**src/rtl/gibbs_segment_scheduler.sv**
```systemverilog
// Gibbs-sweep sequencer: walks every variable, drives the segment selector,
// hands the chosen segment to the value sampler and writes the result back.
module gibbs_segment_scheduler #(
  parameter int unsigned NUM_VARS    = 4,
  parameter int unsigned VAR_IDX_W   = 2,
  parameter int unsigned DATA_W      = 8,
  parameter int unsigned SEL_LATENCY = 2,
  parameter logic [7:0]  SEED_INIT   = 8'd1
) (
  input  logic                 in_clock,
  input  logic                 in_reset,
  input  logic                 in_start,
  input  logic                 in_stop,
  input  logic [7:0]           in_num_sweeps,
  output logic                 out_bound_req,
  output logic [VAR_IDX_W-1:0] out_bound_var_idx,
  input  logic                 in_bound_valid,
  input  logic [DATA_W-1:0]    in_c_less_than,
  input  logic [DATA_W-1:0]    in_c_more_than,
  input  logic [1:0]           in_flag,
  output logic                 out_sel_reset,
  output logic                 out_sel_enable,
  output logic [7:0]           out_sel_seed,
  output logic [DATA_W-1:0]    out_sel_c_less_than,
  output logic [DATA_W-1:0]    out_sel_c_more_than,
  output logic [1:0]           out_sel_flag,
  input  logic [1:0]           in_seg_type,
  input  logic [DATA_W-1:0]    in_seg_from,
  input  logic [DATA_W-1:0]    in_seg_to,
  input  logic [DATA_W-1:0]    in_seg_weight,
  output logic                 out_samp_valid,
  input  logic                 in_samp_ready,
  output logic [1:0]           out_samp_type,
  output logic [DATA_W-1:0]    out_samp_from,
  output logic [DATA_W-1:0]    out_samp_to,
  output logic [DATA_W-1:0]    out_samp_weight,
  input  logic                 in_samp_done,
  input  logic [DATA_W-1:0]    in_samp_value,
  output logic                 out_wr_en,
  output logic [VAR_IDX_W-1:0] out_wr_var_idx,
  output logic [DATA_W-1:0]    out_wr_value,
  output logic                 out_busy,
  output logic                 out_done,
  output logic [7:0]           out_sweep_count
);

  localparam int unsigned CNT_W = (SEL_LATENCY > 1) ? $clog2(SEL_LATENCY) : 1;
  localparam logic [CNT_W-1:0]     CNT_LAST = CNT_W'(SEL_LATENCY - 1);
  localparam logic [VAR_IDX_W-1:0] IDX_LAST = VAR_IDX_W'(NUM_VARS - 1);

  typedef enum logic [3:0] {
    S_IDLE, S_REQ_BOUND, S_SEL_RST, S_SEL_RUN, S_HANDOFF,
    S_WAIT_SAMP, S_WRITE, S_NEXT, S_DONE
  } state_t;

  state_t               state_q, state_d;
  logic [VAR_IDX_W-1:0] idx_q, idx_d;
  logic [CNT_W-1:0]     cnt_q, cnt_d;
  logic [7:0]           lfsr_q, lfsr_d;
  logic [7:0]           sweep_q, sweep_d;
  logic [7:0]           run_sweeps_q, run_sweeps_d;
  logic [7:0]           target_q, target_d;
  logic                 stop_q, stop_d;
  logic [DATA_W-1:0]    lt_q, lt_d, mt_q, mt_d;
  logic [1:0]           flag_q, flag_d;
  logic [1:0]           seg_type_q, seg_type_d;
  logic [DATA_W-1:0]    seg_from_q, seg_from_d, seg_to_q, seg_to_d;
  logic [DATA_W-1:0]    seg_weight_q, seg_weight_d;
  logic [DATA_W-1:0]    value_q, value_d;
  logic                 bound_req_q, bound_req_d;
  logic                 sel_reset_q, sel_reset_d;
  logic                 sel_enable_q, sel_enable_d;
  logic                 samp_valid_q, samp_valid_d;
  logic                 wr_en_q, wr_en_d;
  logic                 busy_q, busy_d;
  logic                 done_q, done_d;

  // Next-state, datapath updates and registered control decode from the next state.
  always_comb begin
    state_d      = state_q;
    idx_d        = idx_q;
    cnt_d        = cnt_q;
    lfsr_d       = lfsr_q;
    sweep_d      = sweep_q;
    run_sweeps_d = run_sweeps_q;
    target_d     = target_q;
    stop_d       = stop_q;
    lt_d         = lt_q;
    mt_d         = mt_q;
    flag_d       = flag_q;
    seg_type_d   = seg_type_q;
    seg_from_d   = seg_from_q;
    seg_to_d     = seg_to_q;
    seg_weight_d = seg_weight_q;
    value_d      = value_q;

    case (state_q)
      S_IDLE: begin
        if (in_start) begin
          state_d      = S_REQ_BOUND;
          idx_d        = '0;
          run_sweeps_d = '0;
          target_d     = in_num_sweeps;
        end
      end
      S_REQ_BOUND: begin
        if (in_bound_valid) begin
          lt_d    = in_c_less_than;
          mt_d    = in_c_more_than;
          flag_d  = in_flag;
          state_d = (in_flag == 2'd0) ? S_NEXT : S_SEL_RST;
        end
      end
      S_SEL_RST: begin
        cnt_d   = '0;
        state_d = S_SEL_RUN;
      end
      S_SEL_RUN: begin
        if (cnt_q == CNT_LAST) begin
          seg_type_d   = in_seg_type;
          seg_from_d   = in_seg_from;
          seg_to_d     = in_seg_to;
          seg_weight_d = in_seg_weight;
          lfsr_d       = {lfsr_q[6:0], lfsr_q[7] ^ lfsr_q[5] ^ lfsr_q[4] ^ lfsr_q[3]};
          state_d      = S_HANDOFF;
        end else begin
          cnt_d = cnt_q + CNT_W'(1);
        end
      end
      S_HANDOFF: begin
        if (in_samp_ready) state_d = S_WAIT_SAMP;
      end
      S_WAIT_SAMP: begin
        if (in_samp_done) begin
          value_d = in_samp_value;
          state_d = S_WRITE;
        end
      end
      S_WRITE: state_d = S_NEXT;
      S_NEXT: begin
        if (stop_q) begin
          state_d = S_DONE;
        end else if (idx_q == IDX_LAST) begin
          idx_d        = '0;
          sweep_d      = sweep_q + 8'd1;
          run_sweeps_d = run_sweeps_q + 8'd1;
          if ((target_q != 8'd0) && (run_sweeps_d == target_q)) state_d = S_DONE;
          else                                                  state_d = S_REQ_BOUND;
        end else begin
          idx_d   = idx_q + VAR_IDX_W'(1);
          state_d = S_REQ_BOUND;
        end
      end
      S_DONE:  state_d = S_IDLE;
      default: state_d = S_IDLE;
    endcase

    // Stop request is remembered until the run actually ends.
    if (state_q == S_DONE)                      stop_d = 1'b0;
    else if ((state_q != S_IDLE) && in_stop)    stop_d = 1'b1;

    bound_req_d  = (state_d == S_REQ_BOUND);
    sel_reset_d  = (state_d == S_SEL_RST);
    sel_enable_d = (state_d == S_SEL_RUN);
    samp_valid_d = (state_d == S_HANDOFF);
    wr_en_d      = (state_d == S_WRITE);
    busy_d       = (state_d != S_IDLE) && (state_d != S_DONE);
    done_d       = (state_d == S_DONE);
  end

  // State and output registers; reset holds the selector in reset.
  always_ff @(posedge in_clock) begin
    if (in_reset) begin
      state_q      <= S_IDLE;
      idx_q        <= '0;
      cnt_q        <= '0;
      lfsr_q       <= SEED_INIT;
      sweep_q      <= '0;
      run_sweeps_q <= '0;
      target_q     <= '0;
      stop_q       <= 1'b0;
      lt_q         <= '0;
      mt_q         <= '0;
      flag_q       <= '0;
      seg_type_q   <= '0;
      seg_from_q   <= '0;
      seg_to_q     <= '0;
      seg_weight_q <= '0;
      value_q      <= '0;
      bound_req_q  <= 1'b0;
      sel_reset_q  <= 1'b1;
      sel_enable_q <= 1'b0;
      samp_valid_q <= 1'b0;
      wr_en_q      <= 1'b0;
      busy_q       <= 1'b0;
      done_q       <= 1'b0;
    end else begin
      state_q      <= state_d;
      idx_q        <= idx_d;
      cnt_q        <= cnt_d;
      lfsr_q       <= lfsr_d;
      sweep_q      <= sweep_d;
      run_sweeps_q <= run_sweeps_d;
      target_q     <= target_d;
      stop_q       <= stop_d;
      lt_q         <= lt_d;
      mt_q         <= mt_d;
      flag_q       <= flag_d;
      seg_type_q   <= seg_type_d;
      seg_from_q   <= seg_from_d;
      seg_to_q     <= seg_to_d;
      seg_weight_q <= seg_weight_d;
      value_q      <= value_d;
      bound_req_q  <= bound_req_d;
      sel_reset_q  <= sel_reset_d;
      sel_enable_q <= sel_enable_d;
      samp_valid_q <= samp_valid_d;
      wr_en_q      <= wr_en_d;
      busy_q       <= busy_d;
      done_q       <= done_d;
    end
  end

  assign out_bound_req       = bound_req_q;
  assign out_bound_var_idx   = idx_q;
  assign out_sel_reset       = sel_reset_q;
  assign out_sel_enable      = sel_enable_q;
  assign out_sel_seed        = lfsr_q;
  assign out_sel_c_less_than = lt_q;
  assign out_sel_c_more_than = mt_q;
  assign out_sel_flag        = flag_q;
  assign out_samp_valid      = samp_valid_q;
  assign out_samp_type       = seg_type_q;
  assign out_samp_from       = seg_from_q;
  assign out_samp_to         = seg_to_q;
  assign out_samp_weight     = seg_weight_q;
  assign out_wr_en           = wr_en_q;
  assign out_wr_var_idx      = idx_q;
  assign out_wr_value        = value_q;
  assign out_busy            = busy_q;
  assign out_done            = done_q;
  assign out_sweep_count     = sweep_q;

endmodule

```
**config.mk**
```make
export PLATFORM = sky130hd
export DESIGN_NAME = gibbs_segment_scheduler
export DESIGN_NICKNAME = d
export VERILOG_FILES = /design/src/rtl/gibbs_segment_scheduler.sv
export SDC_FILE = /design/constraint.sdc
export NUM_CORES = 1
export LEC_CHECK = 0
export BUFFER_PORTS_ARGS = -buffer_cell sky130_fd_sc_hd__clkbuf_2
export CAP_MARGIN = 20
export CORE_MARGIN = 1.5
export CORE_UTILIZATION = 49
export DETAILED_ROUTE_END_ITERATION = 10
export HOLD_SLACK_MARGIN = 0.02
export PLACE_DENSITY = 0.89
export RECOVER_POWER = 100
export SYNTH_ARGS = -nofsm -noshare
export SYNTH_HDL_FRONTEND = slang
export SYNTH_SLANG_ARGS = --single-unit
```
**constraint.sdc**
```tcl
create_clock -name in_clock -period 2.55 [get_ports in_clock]
set_input_delay 0.6375 -clock in_clock [delete_from_list [all_inputs] [get_ports in_clock]]
set_output_delay 0.6375 -clock in_clock [all_outputs]
set_load 0.01 [all_outputs]
```
==> impl_metrics.env <==
export IMPL_worstSetupPathDepth=6
export IMPL_num_vias=3918
export IMPL_wirelength_um=10000
export IMPL_fp_row_count=32
export IMPL_fin_crit_ps=2276
export IMPL_cts_sinks=99
export IMPL_die_area_mm2=0.008830
export IMPL_die_w_um=93.97
export IMPL_critPathMaxFanout=13
export IMPL_maxCapViolations=0
export IMPL_final_nets=692
export IMPL_clockBufferDepth=2
export IMPL_regToRegStartpoint="state_q[1]$_SDFF_PP0_"
export IMPL_finalNonFillerCells=729
export IMPL_cpMaxStageDelayCell="dfxtp_1"
export IMPL_whs_endpoint="out_sel_flag[1]$_SDFFE_PP0P_"
export IMPL_hpwlAfterDp_um=7385
export IMPL_drt_initial_drc_count=177
export IMPL_place_congestion=0.8330
export IMPL_initial_utilization=0.5141
export IMPL_avgSynthCellArea_um2=8.259
export IMPL_reg2reg_depth=6
export IMPL_crit_type="reg2reg"
export IMPL_outcome="finished, final reports clean"
export IMPL_grt_pass1_vias=3597
export IMPL_rsz0062_at_grt="false"
export IMPL_required_ps=2830
export IMPL_drt_first_pass_iters=5
export IMPL_synth_area_mm2=0.004055
export IMPL_dp_cells=713
export IMPL_antenna_found_initial=0
export IMPL_worst_pin_slew_ps=667.8
export IMPL_grt_pass1_wl_um=16190
export IMPL_ys_ff_latch=99
export IMPL_ios=146
export IMPL_wl_met3_um=748
export IMPL_dr_max_layer_used="met4"
export IMPL_gr_total_overflow=0
export IMPL_gr_usage_all_layers=0.2301
export IMPL_final_min_period_over_clock_period=0.8926
export IMPL_skew_ps=11.45
export IMPL_synth_edf_count=0
export IMPL_async_flop_share=0
export IMPL_peakVddDrop_v=0.0003646
export IMPL_slowest_delay_ps=580
export IMPL_netlist_instances=491
export IMPL_synth_ff_type="dfxtp_1"
export IMPL_postCtsSetupBuffers=0
export IMPL_cts_made_buffers=9
export IMPL_critPathTopFamily="simple AND/OR/NAND/NOR gates"
export IMPL_drv_slew=0
export IMPL_ys_warnings_count=0
export IMPL_hp_start="out_sel_flag[1]$_SDFFE_PP0P_"
export IMPL_post_cts_resized=0
export IMPL_hold_path_class="reg2reg"
export IMPL_drc=0
export IMPL_worstReg2RegEnd="out_sweep_count[5]$_SDFFE_PP0P_"
export IMPL_drive_gt1_frac=0.1499
export IMPL_die_y_um=93.97
export IMPL_setup_tns_ps=0
export IMPL_wl_met1_um=4119
export IMPL_powerDensity_mw_per_mm2=611.8
export IMPL_reg2reg_slack_ps=270
export IMPL_cp_start_kind="register"
export IMPL_synth_nets=561
export IMPL_route_antenna_remaining_nets=0
export IMPL_critical_path_n_buffers_inverters=0
export IMPL_htree_levels=3
export IMPL_clkLatencyLatePin_ps=360
export IMPL_slew_headroom=0.5548
export IMPL_tritoncts="built"
export IMPL_hold_violations=0
export IMPL_timing_fmax_mhz=439.3
export IMPL_area_growth_pct=21.07
export IMPL_viasPerCell=5.374
export IMPL_cts_hold_buf=0
export IMPL_ys_seq_area_frac=0.4887
export IMPL_root_buffer="clkbuf_8"
export IMPL_cts_clk_slew_worst_paths_ps=100
export IMPL_critical_path_cell_chain="nand2_1, nor3b_4, and3_1, nand4_1, or3_1, a21oi_1"
export IMPL_diodes=0
export IMPL_holdPathStages=2
export IMPL_portBuffers=145
export IMPL_cp_arrival_ps=2560
export IMPL_grt_max_degree=43
export IMPL_power_leakage_nw=1.882
export IMPL_setup_worst_path_end_class="register"
export IMPL_synth_distinct_cells=49
export IMPL_core_mm2=0.007888
export IMPL_routedWlPerCell_um=13.72
export IMPL_setup_viol=0
export IMPL_route_met2_wl_um=5047
export IMPL_nFillCells=727
how the worst max path moves through the flow:
stage,startpoint,endpoint,slack [ps]
after floorplan,run_sweeps_q[0]$_SDFFE_PP0P_,out_busy$_SDFF_PP0_,750
after global placement,run_sweeps_q[0]$_SDFFE_PP0P_,out_busy$_SDFF_PP0_,520
after detailed placement,state_q[1]$_SDFF_PP0_,out_sweep_count[5]$_SDFFE_PP0P_,450
after CTS,state_q[1]$_SDFF_PP0_,out_sweep_count[5]$_SDFFE_PP0P_,420
after global routing,state_q[0]$_SDFF_PP0_,out_sweep_count[5]$_SDFFE_PP0P_,130
final,state_q[1]$_SDFF_PP0_,out_sweep_count[5]$_SDFFE_PP0P_,270
cell usage after synthesis (all sizes together), types with 2 or more instances:
master,count,share of area
clkbuf,21,0.019
buf,12,0.018
dfxtp,99,0.49
ha,3,0.0093
or3,5,0.0077
a2bb2oi,2,0.0043
inv,4,0.0037
nand2b,2,0.0031
nand3,10,0.014
nand4b,2,0.0043
a21oi,71,0.088
nand3b,4,0.0074
nor4,3,0.0046
nor2b,3,0.0046
and3,6,0.0093
nand4,6,0.013
o21ai,11,0.014
a31oi,3,0.0046
nor2,41,0.038
xnor2,10,0.022
nor3b,2,0.0065
nor3,3,0.0037
and2,2,0.0031
mux2i,17,0.042
a211oi,3,0.0056
xor2,5,0.011
nand2,125,0.12
per-stage QoR:
step	hold slack (ps)	power (mW)	worst slack (ps)	utilization	instance area, um2
finish	458.5	3.004	273.8	0.6225	4910
global route	472.3	3.146	134.8	0.6225	4910
CTS	461.9	3.040	420.1	0.6385	5036
detailed placement	447.2	2.017	451.1	0.6125	4831
global placement	440.5	2.002	522.9	0.6125	4831
floorplan	458.7	1.881	747.5	-	4055
routing by layer:
metal	up-vias	GRT usage
met5	-	0
met4	0	0.06716
met3	12	0.06392
met2	149	0.4070
met1	1832	0.2704
li1	1925	-
power breakdown:
part	switching [mW]	leakage [nW]	total, mW	internal [mW]
Clock	0.563	0.0944	1.03	0.467
Sequential	0.0515	0.801	1.65	1.60
Combinational	0.185	0.986	0.324	0.140
placed cells by master, fill, tap and decap left out, drive strengths merged, types with 2 or more instances in the layout:
cell type / instances
nor3: 3
and2: 2
o21ai: 11
nand3b: 4
a211oi: 3
clkinvlp: 3
nor2: 41
or3: 5
nand3: 10
nor2b: 3
clkbuf: 156
a2bb2oi: 2
nand4: 6
nand4b: 2
nand2: 125
a21oi: 71
a31oi: 3
inv: 7
dfxtp: 99
xnor2: 10
mux2i: 17
buf: 6
xor2: 5
and3: 6
nand2b: 2
nor4: 3
ha: 3
nor3b: 2
cells by family (layout without fill, tap and decap cells):
logic type / after synthesis / count (layout) / synth area share
AND/OR/NAND/NOR: 217 / 217 / 0.2416
AO/OA/AOI/OAI: 102 / 102 / 0.1419
flip-flops: 99 / 99 / 0.4887
buffers and inverters: 37 / 173 / 0.04135
multiplexers: 18 / 18 / 0.04474
XOR/XNOR: 15 / 15 / 0.03240
adder cells (fa/ha/maj): 3 / 3 / 0.009257
worst min-delay path: stages (launching register included):
cell and delay, ps:
dfxtp_1 320, nand2_1 50, a21oi_1 50
area by class of cell:
class,instances,area [um2],share of cell area
Sequential cell,99,1982,0.4037
Clock inverter,7,81.33,0.01656
Clock buffer,9,123.9,0.02523
Inverter,4,15.01,0.003058
Timing Repair Buffer,153,689.4,0.1404
Multi-Input combinational cell,355,1891,0.3851
Tap cell,102,127.6,0.02599
state kept, by name, summed over array words and instances (netlist names), 2 cells and up:
signal               cells
out_bound_var_idx        2
out_samp_from            8
out_samp_to              8
out_samp_type            2
out_samp_weight          8
out_sel_c_less_than      8
out_sel_c_more_than      8
out_sel_flag             2
out_sel_seed             8
out_sweep_count          8
out_wr_value             8
run_sweeps_q             8
state_q                  4
target_q                 8
No activity file was read; power rests on OpenSTA's default activity.
